## src/rtl/fifo8x9_ctrl.sv

```systemverilog
// fifo8x9_ctrl: control stage for the 8x9 FIFO storage block.
// Turns producer push / consumer pop requests into storage write/read
// enables and pointer increment/clear strobes. Keeps shadow pointers and an
// occupancy count, flags full/empty/almost-full and sticky overflow/underflow,
// and produces out_valid aligned with the storage block's registered DataOut.
//
// state    | meaning
// ---------+---------------------------------------------------------------
// ST_INIT  | one cycle after reset; clears storage pointers, no traffic
// ST_RUN   | normal operation; push/pop accepted subject to full/empty
// ST_FLUSH | clears storage pointers; held while flush_i stays high
module fifo8x9_ctrl #(
  parameter int DEPTH    = 8,
  parameter int CNT_W    = 4,
  parameter int AF_LEVEL = 6
) (
  input  logic             clk,
  input  logic             rst,
  input  logic             flush_i,
  input  logic             push_i,
  output logic             push_ready_o,
  input  logic             pop_i,
  output logic             out_valid_o,
  output logic             wren_o,
  output logic             wr_inc_o,
  output logic             wr_ptr_clr_o,
  output logic             rden_o,
  output logic             rd_inc_o,
  output logic             rd_ptr_clr_o,
  output logic [CNT_W-1:0] count_o,
  output logic             full_o,
  output logic             empty_o,
  output logic             almost_full_o,
  output logic             overflow_o,
  output logic             underflow_o
);

  localparam int PTR_W = (DEPTH > 1) ? $clog2(DEPTH) : 1;
  localparam logic [PTR_W-1:0] PTR_LAST = PTR_W'(DEPTH - 1);

  typedef enum logic [1:0] {
    ST_INIT  = 2'd0,
    ST_RUN   = 2'd1,
    ST_FLUSH = 2'd2
  } state_t;

  state_t             state_q, state_d;
  logic [CNT_W-1:0]   count_q, count_d;
  logic [PTR_W-1:0]   wptr_q, wptr_d;
  logic [PTR_W-1:0]   rptr_q, rptr_d;
  logic               ovf_q, ovf_d;
  logic               unf_q, unf_d;
  logic               out_valid_q, out_valid_d;

  logic               run;
  logic               full;
  logic               empty;
  logic               push_ready;
  logic               wr_acc;
  logic               rd_acc;
  logic               wr_last;
  logic               rd_last;

  // Status decoded from registered count only, so pop never reaches push_ready.
  always_comb begin
    run        = (state_q == ST_RUN);
    full       = (count_q == CNT_W'(DEPTH));
    empty      = (count_q == '0);
    push_ready = run & ~full;
    wr_acc     = push_i & push_ready;
    rd_acc     = run & pop_i & ~empty;
    wr_last    = (wptr_q == PTR_LAST);
    rd_last    = (rptr_q == PTR_LAST);
  end

  // Next-state and storage control decode.
  always_comb begin
    state_d      = state_q;
    wren_o       = 1'b0;
    wr_inc_o     = 1'b0;
    wr_ptr_clr_o = 1'b0;
    rden_o       = 1'b0;
    rd_inc_o     = 1'b0;
    rd_ptr_clr_o = 1'b0;
    case (state_q)
      ST_INIT: begin
        wr_ptr_clr_o = 1'b1;
        rd_ptr_clr_o = 1'b1;
        state_d      = flush_i ? ST_FLUSH : ST_RUN;
      end
      ST_RUN: begin
        // The storage pointer is cleared instead of incremented on the last
        // slot so it never runs past the array.
        wren_o       = wr_acc;
        wr_inc_o     = wr_acc & ~wr_last;
        wr_ptr_clr_o = wr_acc & wr_last;
        rden_o       = rd_acc;
        rd_inc_o     = rd_acc & ~rd_last;
        rd_ptr_clr_o = rd_acc & rd_last;
        if (flush_i) state_d = ST_FLUSH;
      end
      ST_FLUSH: begin
        wr_ptr_clr_o = 1'b1;
        rd_ptr_clr_o = 1'b1;
        state_d      = flush_i ? ST_FLUSH : ST_RUN;
      end
      default: state_d = ST_INIT;
    endcase
  end

  // Count, shadow pointers and sticky errors; entering FLUSH wipes them all.
  always_comb begin
    count_d     = count_q;
    wptr_d      = wptr_q;
    rptr_d      = rptr_q;
    ovf_d       = ovf_q | (run & push_i & ~push_ready);
    unf_d       = unf_q | (run & pop_i & empty);
    out_valid_d = rd_acc;
    case ({wr_acc, rd_acc})
      2'b10:   count_d = count_q + CNT_W'(1);
      2'b01:   count_d = count_q - CNT_W'(1);
      default: count_d = count_q;
    endcase
    if (wr_acc) wptr_d = wr_last ? '0 : wptr_q + PTR_W'(1);
    if (rd_acc) rptr_d = rd_last ? '0 : rptr_q + PTR_W'(1);
    if (state_d == ST_FLUSH) begin
      count_d = '0;
      wptr_d  = '0;
      rptr_d  = '0;
      ovf_d   = 1'b0;
      unf_d   = 1'b0;
    end
  end

  // State and datapath registers. out_valid survives a flush: data already read.
  always_ff @(posedge clk or posedge rst) begin
    if (rst) begin
      state_q     <= ST_INIT;
      count_q     <= '0;
      wptr_q      <= '0;
      rptr_q      <= '0;
      ovf_q       <= 1'b0;
      unf_q       <= 1'b0;
      out_valid_q <= 1'b0;
    end else begin
      state_q     <= state_d;
      count_q     <= count_d;
      wptr_q      <= wptr_d;
      rptr_q      <= rptr_d;
      ovf_q       <= ovf_d;
      unf_q       <= unf_d;
      out_valid_q <= out_valid_d;
    end
  end

  // Status outputs.
  always_comb begin
    push_ready_o  = push_ready;
    out_valid_o   = out_valid_q;
    count_o       = count_q;
    full_o        = full;
    empty_o       = empty;
    almost_full_o = (count_q >= CNT_W'(AF_LEVEL));
    overflow_o    = ovf_q;
    underflow_o   = unf_q;
  end

endmodule

```

## config.mk

```make
export PLATFORM = sky130hd
export DESIGN_NAME = fifo8x9_ctrl
export DESIGN_NICKNAME = d
export VERILOG_FILES = /design/src/rtl/fifo8x9_ctrl.sv
export SDC_FILE = /design/constraint.sdc
export NUM_CORES = 1
export LEC_CHECK = 0
export CAP_MARGIN = 20
export CORE_MARGIN = 1
export CORE_UTILIZATION = 35
export CTS_CLUSTER_SIZE = 25
export DETAILED_ROUTE_END_ITERATION = 8
export PLACE_DENSITY = 0.67
export SETUP_SLACK_MARGIN = 0.4
export SLEW_MARGIN = 20
export SYNTH_ARGS = -nofsm -noshare
export SYNTH_HDL_FRONTEND = slang
export SYNTH_SLANG_ARGS = --single-unit
```

## constraint.sdc

```tcl
create_clock -name clk -period 6.8 [get_ports clk]
set_clock_uncertainty 0.05 [all_clocks]
set_input_delay 1.7 -clock clk [delete_from_list [all_inputs] [get_ports clk]]
set_output_delay 1.7 -clock clk [all_outputs]
set_load 0.1 [all_outputs]
```

==> flow_summary.html <==
<table>
<tr><th>Metric</th><th>Value</th></tr>
<tr><th colspan="2">Clock tree</th></tr>
<tr><td>Clock latency of the later-clocked register in the worst-skew pair</td><td>280 ps</td></tr>
<tr><td>Clock slew at reported path FFs</td><td>90 ps</td></tr>
<tr><td>Clock tree buffer depth</td><td>2</td></tr>
<tr><td>Root buf cell</td><td>sky130_fd_sc_hd__clkbuf_4</td></tr>
<tr><td>Post-cts sizing count</td><td>0</td></tr>
<tr><td>Inserted Clock Buffers</td><td>3</td></tr>
<tr><td>CTS tree</td><td>yes</td></tr>
<tr><td>Number of H-tree levels</td><td>1</td></tr>
<tr><td># Post-CTS Setup Buffers</td><td>0</td></tr>
<tr><td>Hold-fix buffers at CTS</td><td>0</td></tr>
<tr><td>Clk sink count</td><td>15</td></tr>
<tr><th colspan="2">Timing</th></tr>
<tr><td>Actual transition at the worst max-transition pin</td><td>974 ps</td></tr>
<tr><td>Hold Slack</td><td>454 ps</td></tr>
<tr><td>Achievable Freq</td><td>0.183 GHz</td></tr>
<tr><td>RSZ-0062 raised after global routing</td><td>false</td></tr>
<tr><td>Final worst setup slack</td><td>1330 ps</td></tr>
<tr><td>Worst-case headroom to the max-slew limit</td><td>34.9%</td></tr>
<tr><td>Setup Viol. Count Final</td><td>0</td></tr>
<tr><td>Final Cycle Share</td><td>80.4%</td></tr>
<tr><td>Final hold viol count</td><td>0</td></tr>
<tr><td>Time the worst path needs with I/O delays and setup</td><td>5470 ps</td></tr>
<tr><td>Max-slew violation total from the final report</td><td>0</td></tr>
<tr><td>Total Negative Setup Slacks</td><td>0 ps</td></tr>
<tr><th colspan="2">Final layout</th></tr>
<tr><td>Area growth syn-to-layout</td><td>29.5%</td></tr>
<tr><td>Ant. Diodes</td><td>0</td></tr>
<tr><td>Number of standard cells in the layout, taps in and fillers out</td><td>137</td></tr>
<tr><td>Fin nets</td><td>122</td></tr>
<tr><td>Share of post-route cells with drive strength above 1</td><td>14.7%</td></tr>
<tr><th colspan="2">Synthesis</th></tr>
<tr><td>Main combinational cell family by area after synthesis</td><td>simple AND/OR/NAND/NOR gates</td></tr>
<tr><td>Netlist Area Pre-Place</td><td>865 um^2</td></tr>
<tr><td>Number of distinct library cell variants in the gate-level netlist after synthesis</td><td>31</td></tr>
<tr><td>Fraction of registers with async set or reset after synthesis</td><td>100%</td></tr>
<tr><td>Synthesized instance count</td><td>86</td></tr>
<tr><td>Top-area cell type share of the netlist area</td><td>43.4%</td></tr>
<tr><td>Flip-flop and latch count after synthesis</td><td>15</td></tr>
<tr><td>Share of synthesized cell area in full adder, half adder and majority cells</td><td>10.1%</td></tr>
<tr><td>Post-synthesis share of cell area spent on and, or, nand and nor gates</td><td>21.3%</td></tr>
<tr><td>Syn avg cell area</td><td>10.1 um^2</td></tr>
<tr><td>Complex-gate fraction of the synthesized area</td><td>12.4%</td></tr>
<tr><td>Synth warn</td><td>0</td></tr>
<tr><td>Top post-synthesis cells by area</td><td>sky130_fd_sc_hd__dfrtp_1 43%, sky130_fd_sc_hd__ha_1 10%, sky130_fd_sc_hd__a21oi_1 5.2%</td></tr>
<tr><td>Library cell with the largest summed area after synthesis</td><td>sky130_fd_sc_hd__dfrtp_1</td></tr>
<tr><td>Sequential cell area fraction in the yosys report</td><td>43.4%</td></tr>
<tr><td>Synth Flop Type</td><td>sky130_fd_sc_hd__dfrtp_1</td></tr>
<tr><td>XOR/XNOR Fraction of Synth Area</td><td>3.04%</td></tr>
<tr><td>Mux cell area share after synthesis</td><td>5.21%</td></tr>
<tr><td>Syn nets</td><td>98</td></tr>
<tr><td>Number of enable flip-flop cells after synthesis</td><td>0</td></tr>
<tr><th colspan="2">Floorplan</th></tr>
<tr><td>Initial core utilization</td><td>38.0%</td></tr>
<tr><td>Die height</td><td>51.7 um</td></tr>
<tr><td>Die area</td><td>2670 um^2</td></tr>
<tr><td>Die Span X</td><td>51.7 um</td></tr>
<tr><td>Ports</td><td>22</td></tr>
<tr><td>Standard-cell rows</td><td>17</td></tr>
<tr><td>Area of the placeable core</td><td>2280 um^2</td></tr>
<tr><th colspan="2">GRT</th></tr>
<tr><td>GRT Residual Overflow</td><td>0</td></tr>
<tr><td>Largest net degree at the start of global routing</td><td>16</td></tr>
<tr><td>Global-route wire length before repair</td><td>2.90 mm</td></tr>
<tr><td>Number of antenna violations at the first check in global routing</td><td>0</td></tr>
<tr><td>Gr usage total</td><td>14.7%</td></tr>
<tr><td>Number of global-route vias before repair</td><td>694</td></tr>
<tr><th colspan="2">Worst setup path</th></tr>
<tr><td>Critical Path End Type</td><td>output port</td></tr>
<tr><td>Worst endpoint required time</td><td>5050 ps</td></tr>
<tr><td>Category of the critical setup timing path</td><td>input port to output port</td></tr>
<tr><td>Slack of the worst reg-to-reg path</td><td>3780 ps</td></tr>
<tr><td>Arrival time of data at the critical path endpoint</td><td>3720 ps</td></tr>
<tr><td>Startpoint types</td><td>input port</td></tr>
<tr><td>FF-to-FF End</td><td>count_o[3]</td></tr>
<tr><td>Path depth of the worst reg2reg path</td><td>9</td></tr>
<tr><td>Maximum fanout along the worst path</td><td>8</td></tr>
<tr><td>Reg-to-reg critical path startpoint</td><td>count_o[1]</td></tr>
<tr><th colspan="2">Detailed routing</th></tr>
<tr><td>TritonRoute pass-1 iters</td><td>4</td></tr>
<tr><td>Number of vias in the routed layout</td><td>689</td></tr>
<tr><td>Post-detailed-route DRC marker count</td><td>0</td></tr>
<tr><td>DRC marker count from the first detailed-route iteration</td><td>9</td></tr>
<tr><td>Routed length per placed instance</td><td>12.2 um</td></tr>
<tr><td>Routed vias/inst</td><td>5.03</td></tr>
<tr><td>Detailed-route wire length</td><td>1.67 mm</td></tr>
<tr><td>Antenna Violating Nets Remaining</td><td>0</td></tr>
<tr><th colspan="2">Placement</th></tr>
<tr><td>Routability congestion estimate</td><td>0.828</td></tr>
<tr><td>Post-Place Setup Slack</td><td>1330 ps</td></tr>
<tr><td>Post-DP HPWL</td><td>1.25 mm</td></tr>
<tr><td>Placed Instances</td><td>133</td></tr>
<tr><td>Count of buffers inserted at the top-level ports</td><td>21</td></tr>
<tr><th colspan="2">Power and ir drop</th></tr>
<tr><td>Max IR drop VDD</td><td>0.130 mV</td></tr>
<tr><td>Total power per unit cell area</td><td>204 nW/um^2</td></tr>
<tr><td>Leak pwr</td><td>0.558 nW</td></tr>
<tr><td>Power, Total</td><td>0.229 mW</td></tr>
<tr><th colspan="2">Worst hold path</th></tr>
<tr><td>Endpoint, Worst Hold</td><td>underflow_o</td></tr>
<tr><td>Number of cells on the worst hold path</td><td>2</td></tr>
<tr><td>Min-delay worst type</td><td>flop to flop</td></tr>
<tr><td>Min-delay src</td><td>underflow_o</td></tr>
<tr><th colspan="2">Flow run</th></tr>
<tr><td>Maxcap violations</td><td>0</td></tr>
<tr><th colspan="2">Status</th></tr>
<tr><td>Outcome</td><td>complete, no violations</td></tr>
</table>
## per-layer routing
layer  up-vias  track usage (%)  routed length (um)
li1        343                -                   -
met1       325             17.7                 845
met2        19             25.1                 761
met3         2             2.63                  56
met4         0             7.21                  10
met5         -                0                   0
## synth_stat cells, types with 2 or more instances
cell	count
sky130_fd_sc_hd__dfrtp_1	15
sky130_fd_sc_hd__nor2_1	10
sky130_fd_sc_hd__a21oi_1	9
sky130_fd_sc_hd__ha_1	7
sky130_fd_sc_hd__nand2_1	7
sky130_fd_sc_hd__inv_1	3
sky130_fd_sc_hd__inv_2	3
sky130_fd_sc_hd__mux2i_1	3
sky130_fd_sc_hd__a31oi_1	2
sky130_fd_sc_hd__nand2b_1	2
sky130_fd_sc_hd__nor2b_1	2
sky130_fd_sc_hd__nor3_1	2
sky130_fd_sc_hd__o21ai_1	2
sky130_fd_sc_hd__xor2_1	2
## critical path, cell delays in order
cell	delay (ps)
sky130_fd_sc_hd__clkdlybuf4s50_1	520
sky130_fd_sc_hd__nand3b_2	190
sky130_fd_sc_hd__o21ai_1	170
sky130_fd_sc_hd__clkdlybuf4s50_1	1140
## cell usage in the layout, fill, tap and decap left out, types with 2 or more instances in the layout
cell                               n
sky130_fd_sc_hd__inv_1             3
sky130_fd_sc_hd__o21ai_1           2
sky130_fd_sc_hd__xor2_1            2
sky130_fd_sc_hd__nor2_1           10
sky130_fd_sc_hd__a21oi_1           9
sky130_fd_sc_hd__nand2b_1          2
sky130_fd_sc_hd__nand2_1           7
sky130_fd_sc_hd__mux2i_1           3
sky130_fd_sc_hd__dfrtp_1          15
sky130_fd_sc_hd__ha_1              7
sky130_fd_sc_hd__inv_2             3
sky130_fd_sc_hd__a31oi_1           2
sky130_fd_sc_hd__clkbuf_4          3
sky130_fd_sc_hd__clkdlybuf4s50_1  18
sky130_fd_sc_hd__nor2b_1           2
sky130_fd_sc_hd__nor3_1            2
sky130_fd_sc_hd__buf_4             4
## per-stage QoR
step | utilization [%] | cell area (um^2)
2_1_floorplan | - | 865
5_1_grt | 49.2 | 1120
4_1_cts | 49.2 | 1120
3_3_place_gp | 48.0 | 1090
3_5_place_dp | 48.0 | 1090
6_report | 49.2 | 1120
## state kept, by name, summed over array words and instances, names as in the netlist
register,flops
wptr_q,3
rptr_q,3
state_q,2
overflow_o,1
underflow_o,1
count_o,4
out_valid_o,1
## layout make-up
cell class	count	area, um^2
Clock buffer	4	26.3
Fill cell	209	1160
Inverter	6	22.5
Multi-Input combinational cell	62	450
Sequential cell	15	375
Tap cell	28	35.0
Timing Repair Buffer	22	210
## logic make-up (layout without fill, tap and decap cells)
| logic type | after synthesis | in the layout |
|---|---|---|
| AO/OA/AOI/OAI | 17 | 17 |
| XOR/XNOR | 3 | 3 |
| adder cells (fa/ha/maj) | 7 | 7 |
| buffers and inverters | 9 | 32 |
| flip-flops | 15 | 15 |
| multiplexers | 4 | 4 |
| AND/OR/NAND/NOR | 31 | 31 |
## power breakdown
group          total [mW]  leakage (nW)  switching (mW)  internal, mW
sequential         0.0997         0.204         0.00662        0.0931
combinational      0.0791         0.339          0.0593        0.0199
clock              0.0497        0.0150          0.0270        0.0227
## how the worst max path moves through the flow
stage | from | end | slack (ps) | cells after the start
finish | push_i | wr_ptr_clr_o | 1330 | 4
global route | push_i | wr_ptr_clr_o | 1290 | 4
CTS | push_i | wr_ptr_clr_o | 1330 | 4
detailed placement | push_i | wr_ptr_clr_o | 1330 | 4
global placement | push_i | wr_ptr_clr_o | 1340 | 4
floorplan | count_o[1] | rd_ptr_clr_o | 1180 | 5
No activity file was read; power rests on OpenSTA's default activity.
